[config.mk]
export PLATFORM = sky130hd
export DESIGN_NAME = dmem_arbiter
export DESIGN_NICKNAME = d
export VERILOG_FILES = /design/src/rtl/dmem_arbiter.sv
export SDC_FILE = /design/constraint.sdc
export NUM_CORES = 1
export LEC_CHECK = 0
export ABC_AREA = 0
export BUFFER_PORTS_ARGS = -buffer_cell sky130_fd_sc_hd__buf_2
export CAP_MARGIN = 30
export CORE_MARGIN = 5
export CORE_UTILIZATION = 45
export DETAILED_ROUTE_END_ITERATION = 8
export PLACE_DENSITY = 0.89
export SYNTH_ARGS = -nofsm -noshare
export SYNTH_HDL_FRONTEND = slang
export SYNTH_SLANG_ARGS = --single-unit
[constraint.sdc]
create_clock -name clk -period 2.45 [get_ports clk]
set_input_delay 0.1225 -clock clk [delete_from_list [all_inputs] [get_ports clk]]
set_output_delay 0.1225 -clock clk [all_outputs]
set_load 0.02 [all_outputs]
[src/rtl/dmem_arbiter.sv]
// dmem_arbiter: round-robin share of one data memory between the core load/store port and a debug/loader port
//   clk, reset (sync, active-low)
//   cpu_* : core request/attributes in; gnt, rvalid, rdata out
//   dbg_* : debug request/attributes in; gnt, rvalid, rdata out
//   dbg_lock : blocks new core grants while high
//   mem_* : memory drive out, mem_rdata combinational back in
//   cpu_stall_cnt : saturating count of cycles the core request waited
module dmem_arbiter #(
  parameter int DATA_W  = 4,
  parameter int ADDR_W  = 4,
  parameter int STALL_W = 8
) (
  input  logic               clk,
  input  logic               reset,
  input  logic               cpu_req,
  input  logic               cpu_we,
  input  logic [ADDR_W-1:0]  cpu_addr,
  input  logic [DATA_W-1:0]  cpu_wdata,
  output logic               cpu_gnt,
  output logic               cpu_rvalid,
  output logic [DATA_W-1:0]  cpu_rdata,
  input  logic               dbg_req,
  input  logic               dbg_we,
  input  logic [ADDR_W-1:0]  dbg_addr,
  input  logic [DATA_W-1:0]  dbg_wdata,
  output logic               dbg_gnt,
  output logic               dbg_rvalid,
  output logic [DATA_W-1:0]  dbg_rdata,
  input  logic               dbg_lock,
  output logic               mem_we,
  output logic [ADDR_W-1:0]  mem_addr,
  output logic [DATA_W-1:0]  mem_wdata,
  input  logic [DATA_W-1:0]  mem_rdata,
  output logic [STALL_W-1:0] cpu_stall_cnt
);
  typedef enum logic [1:0] {NONE, CPU, DBG} owner_t;
  owner_t r_owner, r_last, w_next;
  logic w_cpu_el, w_dbg_el;
  // a port granted this cycle sits out the next arbitration, giving 50% max per port
  assign w_cpu_el = cpu_req & ~cpu_gnt & ~dbg_lock;
  assign w_dbg_el = dbg_req & ~dbg_gnt;
  assign cpu_gnt  = (r_owner == CPU);
  assign dbg_gnt  = (r_owner == DBG);
  always_comb begin
    w_next    = (w_cpu_el & w_dbg_el) ? ((r_last == DBG) ? CPU : DBG) :
                w_cpu_el ? CPU : w_dbg_el ? DBG : NONE;
    mem_we    = cpu_gnt ? cpu_we    : dbg_gnt ? dbg_we    : 1'b0;
    mem_addr  = cpu_gnt ? cpu_addr  : dbg_gnt ? dbg_addr  : '0;
    mem_wdata = cpu_gnt ? cpu_wdata : dbg_gnt ? dbg_wdata : '0;
  end
  always_ff @(posedge clk) begin
    if (!reset) begin
      r_owner       <= NONE;
      r_last        <= DBG;
      cpu_rvalid    <= 1'b0;
      dbg_rvalid    <= 1'b0;
      cpu_rdata     <= '0;
      dbg_rdata     <= '0;
      cpu_stall_cnt <= '0;
    end else begin
      r_owner    <= w_next;
      if (w_next != NONE) r_last <= w_next;
      cpu_rvalid <= cpu_gnt & ~cpu_we;
      dbg_rvalid <= dbg_gnt & ~dbg_we;
      if (cpu_gnt & ~cpu_we) cpu_rdata <= mem_rdata;
      if (dbg_gnt & ~dbg_we) dbg_rdata <= mem_rdata;
      if (cpu_req & ~cpu_gnt & ~&cpu_stall_cnt) cpu_stall_cnt <= cpu_stall_cnt + STALL_W'(1);
    end
  end
endmodule
==> summary.md <==
| Metric | Value |
|---|---|
| Number of port buffers | between 50 and 60 |
| Total grt overflow | 0 |
| Clk slew on worst S/H paths | 0.12 ns |
| Sequential share of the synthesized area | 0.454 |
| RSZ-0062 raised after global routing | false |
| Power per cell area | 533 nW/µm² |
| Worst hold slack | 0.0646 ns |
| Antenna viol nets, final | 0 |
| Width of the die | about 56 µm |
| Distinct cells, synth | 31 |
| GPL Wtd Cong | about 0.85 |
| Slew headroom | 0.669 |
| CTS tree | yes |
| Measured slew at the worst slew-check pin | between 0.4 and 0.5 ns |
| Critical path launch point type | flop |
| Syn_area_per_cell | approximately 8.7 µm² |
| Max Fclk | ~580 MHz |
| Cts repair resizes | 0 |
| Initial Util | 0.484 |
| Antenna diode count | 0 |
| Leakage | 0.638 nW |
| Cell count after synthesis | roughly 110 |
| Post-layout util | 0.650 |
| Drt via density | between 5 and 6 |
| Synth Register Bits | 22 |
| FP Rows | 16 |
| Final count of hold timing violations | 0 |
| Area Growth Syn to Fin | 34.2% |
| Cell Area, Synth | a little under 1000 µm² |
| Tmin final | approximately 1.7 ns |
| Mapped Nets | 139 |
| Crit end category | output pin |
| Die Area | 3180 µm² |
| Final Slew Violations | 0 |
| Critical Path RT | roughly 2.3 ns |
| Drt initial violations | slightly below 50 |
| Top Ports | 56 |
| CP Class | reg -> out |
| DP HPWL | about 2.1 mm |
| Core Box Area | ~2000 µm² |
| Num CTS Buffers | 3 |
| Critical Path Fanout Max | 13 |
| Yosys top cell by area | dfxtp_1 |
| Initial antenna violation count | 0 |
| Synth warn | 0 |
| Placed cell count | around 190 |
| Clock sink count | 22 |
| Worst Hold Class | in -> reg |
| CTS Buffer Depth | 2 |
| Routed len/inst | around 14 µm |
| CTS Root Cell | clkbuf_4 |
| GRT Overall Usage | 0.172 |
| Layout Cells excl Fill | 194 |
| Residual DRC | 0 |
| Worst VDD drop | 0.404 mV |
| Nets | 196 |
| Layout cell share with drive strength beyond 1 | 0.383 |
| Worst EP arrival | 1.59 ns |
| Final Cycle Share | 0.700 |
| Max cap viols | 0 |
| Final Skew | roughly 0.0057 ns |
| Vias in the first global route | approximately 1,000 |
| Outcome | complete, no violations |
| Final setup viols | 0 |
| Latest clock arrival within the worst-skew pair | 0.30 ns |
| Ranking of synthesized cells by area | dfxtp_1, a22o_1, a21oi_1 |
| Die Ht | ~56 µm |
| Largest net degree at the start of global routing | 20 |
| Drt first pass iters | 4 |
| DR vias | approximately 1,100 |
| Global-route wire length before repair | 4.60 mm |
| Yosys top cell area share | 0.454 |
| Setup TNS | 0 ns |
| DRT Wirelength | roughly 2.6 mm |
| Number of H-tree levels | 1 |
[state kept, by name, indices dropped and copies added, names as in the netlist]
signal / count
cpu_stall_cnt: 8
dbg_rvalid: 1
r_owner: 2
r_last: 2
cpu_rdata: 4
dbg_rdata: 4
cpu_rvalid: 1
[cells in the final DEF (no fill, tap or decap), types with 2 or more instances in the layout]
| cell | n |
|---|---|
| inv_1 | 4 |
| buf_2 | 55 |
| o21ai_0 | 10 |
| or4_1 | 2 |
| a21oi_1 | 11 |
| xor2_1 | 2 |
| o21bai_1 | 2 |
| a22o_1 | 9 |
| o31ai_1 | 2 |
| clkbuf_4 | 3 |
| nor2_1 | 9 |
| nand2_1 | 12 |
| nor4_1 | 3 |
| nand4_1 | 2 |
| dfxtp_1 | 22 |
| nor3_1 | 3 |
[cells in the mapped netlist]
library cell and count:
a22o_1 9, nor2_1 9, nor4_1 3, clkinv_1 1, ha_1 1, inv_2 1, inv_1 4, buf_2 1
nand3_1 1, a21oi_1 11, dfxtp_1 22, nand3_2 1, or3_2 1, o21bai_1 2, nand2_1 12, o21a_1 1
nor3_1 3, clkbuf_1 2, mux2i_1 1, or4_1 2, nand2b_2 1, a31oi_1 1, nand2b_1 1, xor2_1 2
buf_6 1, o2111ai_1 1, o21ai_0 10, a211oi_1 1, o211ai_4 1, nand4_1 2, o31ai_1 2
[worst max-delay path: stages, from the launching register on]
cell and delay (ns):
dfxtp_1 0.33, nand2b_2 0.26, inv_1 0.33, a22o_1 0.22
buf_2 0.16
[metrics by stage]
stage,setup WS [ns],power [mW],cell area (µm²)
after floorplan,0.892,0.458,970
after global placement,0.945,0.505,1250
after detailed placement,0.863,0.510,1250
after CTS,0.719,0.704,1300
after global routing,0.610,0.734,1300
final,0.736,0.693,1300
[final timing paths]
kind,startpoint,endpoint,slack (ns),depth (start not counted)
min reg2reg,r_last[1],r_last[1],0.48,2
max reg2reg,cpu_stall_cnt[0],cpu_stall_cnt[7],0.82,5
min,mem_rdata[3],cpu_rdata[3],0.06,3
max,r_owner[1],mem_wdata[2],0.74,4
[metal layers]
layer	up-vias	global-route usage	wire length, µm
met4	0	0.0508	0
met1	502	0.196	1010
met3	0	0.0596	298
met2	54	0.299	1340
li1	518	-	-
met5	-	0	0
[repair_timing]
action                                 4_1_cts  5_1_grt
setup buffers                                0        0
hold buffers                                 1        0
endpoints found under the hold margin        1        0
[kinds of logic (layout without fill, tap and decap cells)]
kind of cell	after synthesis	in the layout	share of synthesized area
flip-flops	22	22	0.454
adder cells (fa/ha/maj)	1	1	0.0129
buffers and inverters	10	66	0.0477
AND/OR/NAND/NOR	36	36	0.183
AO/OA/AOI/OAI	39	39	0.274
XOR/XNOR	2	2	0.0181
multiplexers	1	1	0.0103
[power by group]
part / total [mW] / switching, mW / leakage (nW) / internal (mW)
logic: 0.125 / 0.0758 / 0.438 / 0.0495
registers: 0.377 / 0.00756 / 0.179 / 0.370
clock network: 0.191 / 0.100 / 0.0210 / 0.0905
[final cells by class]
class                      instances  area (µm²)
multi-input combinational         79         483
inverter                           6        22.5
fill                             176         701
tap                               27        33.8
timing repair buffer              56         285
clock buffer                       4        36.3
sequential                        22         440
Power figures use the tool's default switching activity.
